**config.mk**
```make
export PLATFORM = sky130hd
export DESIGN_NAME = lm07_responder
export DESIGN_NICKNAME = d
export VERILOG_FILES = /design/src/rtl/lm07_pkg.sv /design/src/rtl/spi_in_sync.sv /design/src/rtl/lm07_responder.sv
export SDC_FILE = /design/constraint.sdc
export NUM_CORES = 1
export LEC_CHECK = 0
export CAP_MARGIN = 10
export CORE_AREA = 2 2 58 101
export CTS_BUF_LIST = sky130_fd_sc_hd__clkbuf_4 sky130_fd_sc_hd__clkbuf_8
export DETAILED_ROUTE_END_ITERATION = 10
export DIE_AREA = 0 0 60 103
export PLACE_DENSITY_LB_ADDON = 0.3
export SYNTH_ARGS = -nofsm -noshare
export SYNTH_HDL_FRONTEND = slang
export SYNTH_SLANG_ARGS = --single-unit
export TNS_END_PERCENT = 30
```
**constraint.sdc**
```tcl
create_clock -name SYSCLK -period 4.6 [get_ports SYSCLK]
set_clock_uncertainty 0.05 [all_clocks]
set_input_delay 0.46 -clock SYSCLK [delete_from_list [all_inputs] [get_ports SYSCLK]]
set_output_delay 0.46 -clock SYSCLK [all_outputs]
set_load 0.1 [all_outputs]
```
**src/rtl/lm07_pkg.sv**
```systemverilog
// lm07_pkg: shared constants and types for the LM07-style SPI responder.
// Holds the frame width, command codes, read-frame tail and FSM state enum.
package lm07_pkg;

    // Every SPI phase (read and command write) is this many SCK clocks long.
    localparam int FRAME_BITS = 16;

    // Command words recognised at the end of the write phase.
    localparam logic [FRAME_BITS-1:0] CMD_SHUTDOWN = 16'hFFFF;
    localparam logic [FRAME_BITS-1:0] CMD_NORMAL   = 16'h0000;

    // Bits appended below the temperature in a normal-mode read frame.
    localparam logic [2:0] TAIL_BITS = 3'b111;

    // Responder frame sequencing.
    typedef enum logic [1:0] {
        IDLE,
        READ,
        WRITE,
        HOLD
    } state_t;

    // Next command shift-register value: shift left, new bit enters at LSB.
    function automatic logic [FRAME_BITS-1:0] shift_in(
        input logic [FRAME_BITS-1:0] sr,
        input logic                  bit_in
    );
        return (sr << 1) | {{(FRAME_BITS-1){1'b0}}, bit_in};
    endfunction

endpackage

```
**src/rtl/spi_in_sync.sv**
```systemverilog
// spi_in_sync: multi-flop synchronizer for one asynchronous pad input.
// Ports: clk, rst (async, active-high), d (pad), q (synchronized level),
//        rise / fall (1-cycle pulses on q transitions).
module spi_in_sync #(
    parameter int STAGES = 2
) (
    input  logic clk,
    input  logic rst,
    input  logic d,
    output logic q,
    output logic rise,
    output logic fall
);

    logic [STAGES-1:0] chain;
    logic              q_d;

    // All flops clear to 0. For CS this means a select that is already low
    // when reset ends produces no falling edge, so that frame is skipped
    // until CS has been high again.
    always_ff @(posedge clk or posedge rst) begin
        if (rst) begin
            chain <= '0;
            q_d   <= 1'b0;
        end else begin
            chain <= STAGES'({chain, d});
            q_d   <= chain[STAGES-1];
        end
    end

    assign q    = chain[STAGES-1];
    assign rise = q & ~q_d;
    assign fall = ~q & q_d;

endmodule

```
**src/rtl/lm07_responder.sv**
```systemverilog
// lm07_responder: SPI slave emulating an LM07-style temperature sensor.
// Ports: SYSCLK/RST (async high), CS/SCK/SIO_I from master, SIO_O/SIO_OE
//        to pad, temp_in, shutdown, frame_done and cmd_valid pulses.
module lm07_responder
    import lm07_pkg::*;
#(
    parameter int              TEMP_BITS   = 13,
    parameter int              SYNC_STAGES = 2,
    parameter logic [15:0]     ID_CODE     = 16'h800F
) (
    input  logic                 SYSCLK,
    input  logic                 RST,
    input  logic                 CS,
    input  logic                 SCK,
    input  logic                 SIO_I,
    output logic                 SIO_O,
    output logic                 SIO_OE,
    input  logic [TEMP_BITS-1:0] temp_in,
    output logic                 shutdown,
    output logic                 frame_done,
    output logic                 cmd_valid
);

    logic cs_q;
    logic cs_rise;
    logic cs_fall;
    logic sck_q;
    logic sck_rise;
    logic sck_fall;
    logic sio_q;
    logic sio_rise;
    logic sio_fall;

    spi_in_sync #(.STAGES(SYNC_STAGES)) u_cs_sync (
        .clk  (SYSCLK),
        .rst  (RST),
        .d    (CS),
        .q    (cs_q),
        .rise (cs_rise),
        .fall (cs_fall)
    );

    spi_in_sync #(.STAGES(SYNC_STAGES)) u_sck_sync (
        .clk  (SYSCLK),
        .rst  (RST),
        .d    (SCK),
        .q    (sck_q),
        .rise (sck_rise),
        .fall (sck_fall)
    );

    spi_in_sync #(.STAGES(SYNC_STAGES)) u_sio_sync (
        .clk  (SYSCLK),
        .rst  (RST),
        .d    (SIO_I),
        .q    (sio_q),
        .rise (sio_rise),
        .fall (sio_fall)
    );

    // Only the edge pulses of CS/SCK and the level of SIO_I are needed.
    logic unused_sync;
    assign unused_sync = cs_q ^ sck_q ^ sio_rise ^ sio_fall;

    state_t                state;
    logic [4:0]            bit_cnt;
    logic [FRAME_BITS-1:0] shreg;
    logic [FRAME_BITS-1:0] cmd_sr;
    logic [FRAME_BITS-1:0] frame_word;
    logic [FRAME_BITS-1:0] cmd_next;

    // Normal frame: temperature MSB-aligned, remaining low bits all ones
    // (TAIL_BITS for the 13-bit sensor).
    always_comb begin
        frame_word = {FRAME_BITS{1'b1}};
        frame_word[FRAME_BITS-1 -: TEMP_BITS] = temp_in;
        if (shutdown) begin
            frame_word = ID_CODE;
        end
    end

    assign cmd_next = shift_in(cmd_sr, sio_q);

    always_ff @(posedge SYSCLK or posedge RST) begin
        if (RST) begin
            state      <= IDLE;
            bit_cnt    <= 5'd0;
            shreg      <= '0;
            cmd_sr     <= '0;
            SIO_O      <= 1'b0;
            SIO_OE     <= 1'b0;
            shutdown   <= 1'b0;
            frame_done <= 1'b0;
            cmd_valid  <= 1'b0;
        end else begin
            frame_done <= 1'b0;
            cmd_valid  <= 1'b0;
            // CS release aborts whatever is in flight, including an SCK
            // edge seen in the same cycle.
            if (cs_rise) begin
                state   <= IDLE;
                bit_cnt <= 5'd0;
                SIO_O   <= 1'b0;
                SIO_OE  <= 1'b0;
            end else begin
                unique case (state)
                    IDLE: begin
                        if (cs_fall) begin
                            shreg   <= frame_word;
                            cmd_sr  <= '0;
                            SIO_O   <= frame_word[FRAME_BITS-1];
                            SIO_OE  <= 1'b1;
                            bit_cnt <= 5'd0;
                            state   <= READ;
                        end
                    end
                    READ: begin
                        if (sck_rise) begin
                            if (bit_cnt == 5'(FRAME_BITS - 1)) begin
                                // Last read bit sampled by the master;
                                // the pad stays driven until the next fall.
                                frame_done <= 1'b1;
                                bit_cnt    <= 5'd0;
                                state      <= WRITE;
                            end else begin
                                bit_cnt <= bit_cnt + 5'd1;
                            end
                        end else if (sck_fall) begin
                            shreg <= shreg << 1;
                            SIO_O <= shreg[FRAME_BITS-2];
                        end
                    end
                    WRITE: begin
                        if (sck_fall) begin
                            SIO_OE <= 1'b0;
                            SIO_O  <= 1'b0;
                        end
                        if (sck_rise) begin
                            cmd_sr <= cmd_next;
                            if (bit_cnt == 5'(FRAME_BITS - 1)) begin
                                cmd_valid <= 1'b1;
                                bit_cnt   <= 5'(FRAME_BITS);
                                state     <= HOLD;
                                case (cmd_next)
                                    CMD_SHUTDOWN: shutdown <= 1'b1;
                                    CMD_NORMAL:   shutdown <= 1'b0;
                                    default:      shutdown <= shutdown;
                                endcase
                            end else begin
                                bit_cnt <= bit_cnt + 5'd1;
                            end
                        end
                    end
                    HOLD: begin
                        SIO_OE <= 1'b0;
                        SIO_O  <= 1'b0;
                    end
                endcase
            end
        end
    end

endmodule

```
==> metrics.sh <==
STATUS='complete, no violations'
WORST_SETUP_PATH_STARTPOINT='state[1]'
FINAL-MAX-SLEW-VIOLATION-COUNT=0
CTS_SINKS=50
MOST_FREQUENT_CELL_ON_THE_CRITICAL_PATH='sky130_fd_sc_hd__or4_4'
SEQPWRFRAC=0.390
SYNTH_CELLS=206
HOLD_BUFFERS=0
POSTCTSSETUPREPAIRBUFS=0
SYN-NUM-NETS=234
HOLD_CLASS='register to register'
SYNTH_WARNINGS=0
P_LEAK_uW=0.00118
SYNTH_EDF_COUNT=0
ROUTED_VIA_DENSITY=5.27
VIAS=1593
YS_ASYNC_SR_FRACTION=1.00
POSTSYNTH.TOPFLOPCELL='sky130_fd_sc_hd__dfrtp_1'
COMB_POWER_SHARE=0.419
GLOBAL_ROUTE_WIRE_LENGTH_BEFORE_REPAIR_MM=7.27
GRT_OVERFLOW=0
SYNTH_TOP_CELL_AREA_SHARE=0.532
DRIVE_GT1_FRAC=0.124
SEQ_AREA_FRAC_SYNTH=0.532
ROOT_BUFFER='sky130_fd_sc_hd__clkbuf_8'
SYNTHTOLAYOUTAREAGROWTH_PCT=15.2
GRT_ANTENNA_BEFORE_REPAIR=0
GRT_UTIL_ALL_LAYERS=0.156
GRT_MAX_DEGREE=51
CRIT_CHAIN='inv_1 -> ha_1 -> or4_4 -> o311ai_4 -> or4_4 -> o31ai_2'
INTERNAL-POWER_uW=890
TIMING.FINAL.CRIT_SHARE=0.565
HP-START='u_sck_sync.chain[0]'
CP.ARRIVAL_PS=2770
DIEAREA_SQ_UM=6180
MAX-CAP-VIOLATIONS=0
START_UTIL=0.432
CRITICAL_PATH_REQUIRED_PS=4770
DIE_HEIGHT_MICRONS=103
SYNTH.FF_LATCH_COUNT=50
PLACE.GP.CONGESTION=0.738
POSTCTSRESIZEDCELLS=0
SLOWEST_DELAY_PS=810
WORST_HOLD_SLACK_PS=306
SWITCHING_SHARE=0.392
FINAL_NETS=253
SETUP.WORST_PATH.END_CLASS='register'
POST_DRT_WL_PER_CELL_MICRONS=14.1
FLOORPLAN.ROWS=36
CTS_BUFFER_COUNT=5
ANTENNA-DIODE-COUNT=0
POWER-PER-CELL-AREA_nW_PER_UM2=541
COUNT_OF_CELL_TYPES_IN_THE_NETLIST=43
CLOCK_TREE_FROM_TRITONCTS='yes'
FINALSETUPVIOLCOUNT=0
UNREPAIRED_SETUP_ENDPOINTS_AFTER_GLOBAL_ROUTING='false'
FINAL_PERIOD_MINUS_WORST_SETUP_SLACK_PS=2600
CLK_PIN_SLEW_PS=90
TOP_LEVEL_PORTS=23
FP.DIEW_MICRONS=60
VDD_DROP_MAX_mV=0.261
DRT-PASS1-ITER-COUNT=4
SLEW_HEADROOM=0.324
SETUP.WORST_PATH.START_CLASS='register'
FIN_SETUP_TNS_PS=0
RR_STARTPOINT='state[1]'
REMAINING_DRC_ERRORS=0
DP.FINAL_HPWL_MM=2.97
MAXCLOCKFREQUENCY_GHz=0.385
FP.COREAREA_SQ_UM=5450
PORT_BUFFERS=22
DRT_WL_TOTAL_MM=4.26
SYNTH_TOP_AREA_CELL='sky130_fd_sc_hd__dfrtp_1'
SYNTH_AREA_LEADERS='sky130_fd_sc_hd__dfrtp_1 53%, sky130_fd_sc_hd__a22o_1 5.6%, sky130_fd_sc_hd__ha_1 5.3%'
PATH_MAX_FANOUT=26
GRT_PASS1_VIAS=1565
TIMING.FINAL.HOLD_VIOLATIONS=0
SYN_AREA_SQ_UM=2350
WORST-SLEW-PIN-TRANSITION_PS=1010
CLOCK_POWER_SHARE=0.192
CLK-INSERTION-DELAY-LATE_PS=300
P_SW_uW=574
SYN_AREA_PER_CELL_SQ_UM=11.4
SETUP.WORST_PATH.CLASS='register to register'
ANTENNA_LEFT=0
TIMING.CRITICAL_PATH.SLOWEST_STAGE_CELL='sky130_fd_sc_hd__ha_1'
DETAIL_ROUTE.ITER0.VIOLATIONS=102
HTREE_NUM_LEVELS=2
CLOCK_PATH_BUFFERS=2
-- power groups by stage --
stage	Combinational (uW)	Clock, uW	Sequential, uW
detailed placement	617	0	581
global route	684	309	581
floorplan	483	0	626
global placement	607	0	579
finish	613	281	570
CTS	620	291	572
-- cells by family after synthesis --
family          synth area share
buf+inv                   0.0479
flops                      0.532
fa+ha+maj                 0.0532
compound gates             0.213
mux                       0.0106
simple gates               0.143
-- layout by cell type (no fill, tap or decap), drive strengths merged, types with 2 or more instances in the layout --
cell type | Yosys | layout
o31ai | 2 | 2
nor3 | 2 | 2
nor4 | 6 | 6
a22o | 15 | 15
or4 | 2 | 2
nand4 | 4 | 4
clkbuf | 4 | 7
ha | 10 | 10
nor2 | 21 | 21
inv | 11 | 11
and4 | 2 | 2
nand2 | 8 | 8
nand2b | 3 | 3
nand3 | 3 | 3
o22ai | 2 | 2
a31oi | 3 | 3
nor2b | 3 | 3
a22oi | 12 | 12
clkdlybuf4s50 | 0 | 22
dfrtp | 50 | 50
a21oi | 17 | 17
or3 | 2 | 2
o21ai | 6 | 6
-- worst max-delay path, delay by kind of cell, from the launching register on --
kind            cells  cell delay [ps]
flops               1              410
compound gates      2              360
simple gates        2              780
buf+inv             1              120
fa+ha+maj           1              810
-- path summary, 6_finish.rpt --
kind	endpoint	slack, ps	cells past startpoint
max	bit_cnt[3]	2000	6
min	u_sck_sync.chain[1]	310	0
max reg2reg	bit_cnt[3]	2000	6
min reg2reg	u_sck_sync.chain[1]	310	0
max in group asynchronous	bit_cnt[2]	3200	2
min in group asynchronous	u_cs_sync.chain[0]	670	2
-- cell usage after synthesis, types with 2 or more instances --
cell type and instances:
sky130_fd_sc_hd__a21oi_1 10, sky130_fd_sc_hd__a21oi_2 7, sky130_fd_sc_hd__a22o_1 15, sky130_fd_sc_hd__a22oi_1 12, sky130_fd_sc_hd__a31oi_1 3, sky130_fd_sc_hd__and4_1 2, sky130_fd_sc_hd__buf_2 3, sky130_fd_sc_hd__buf_6 3
sky130_fd_sc_hd__clkbuf_1 4, sky130_fd_sc_hd__dfrtp_1 50, sky130_fd_sc_hd__ha_1 10, sky130_fd_sc_hd__inv_1 11, sky130_fd_sc_hd__nand2_1 8, sky130_fd_sc_hd__nand3_1 3, sky130_fd_sc_hd__nand4_1 4, sky130_fd_sc_hd__nor2_1 20
sky130_fd_sc_hd__nor3_1 2, sky130_fd_sc_hd__nor4_1 6, sky130_fd_sc_hd__o21ai_0 6, sky130_fd_sc_hd__o22ai_1 2, sky130_fd_sc_hd__or3_1 2, sky130_fd_sc_hd__or4_4 2
-- metal layers --
metal | vias up | track usage | routed length, microns
met4 | 0 | 0.0564 | 73
li1 | 793 | - | -
met5 | - | 0 | 0
met2 | 21 | 0.262 | 2270
met3 | 5 | 0.0301 | 94
met1 | 774 | 0.195 | 1830
-- registers in the layout, summed over array words and instances (netlist names) --
name and count:
u_cs_sync.q_d 1, SIO_O 1, state 2, frame_done 1, cmd_valid 1, shreg 15
u_sck_sync.q_d 1, bit_cnt 5, u_sck_sync.chain 2, cmd_sr 15, SIO_OE 1, u_cs_sync.chain 2
shutdown 1, u_sio_sync.chain 2
-- metrics by stage --
step	cell area, sq um	instances	setup WS [ps]	power [uW]	util
final	2710	302	2000	1460	0.497
after global routing	2710	302	1840	1570	0.497
after CTS	2710	302	2000	1480	0.497
after detailed placement	2600	294	1990	1200	0.478
after global placement	2600	294	2050	1190	0.478
after floorplan	2350	206	2640	1110	-
-- cell type report --
| type | instances | area, sq um |
|---|---|---|
| fillers | 503 | 2740 |
| well taps | 76 | 95.1 |
| clock inverters | 1 | 8.76 |
| multi-input cells | 134 | 988 |
| inverters | 11 | 41.3 |
| clock buffers | 7 | 96.3 |
| repair buffers | 23 | 228 |
| flip-flops and latches | 50 | 1250 |
Power figures use the tool's default switching activity.
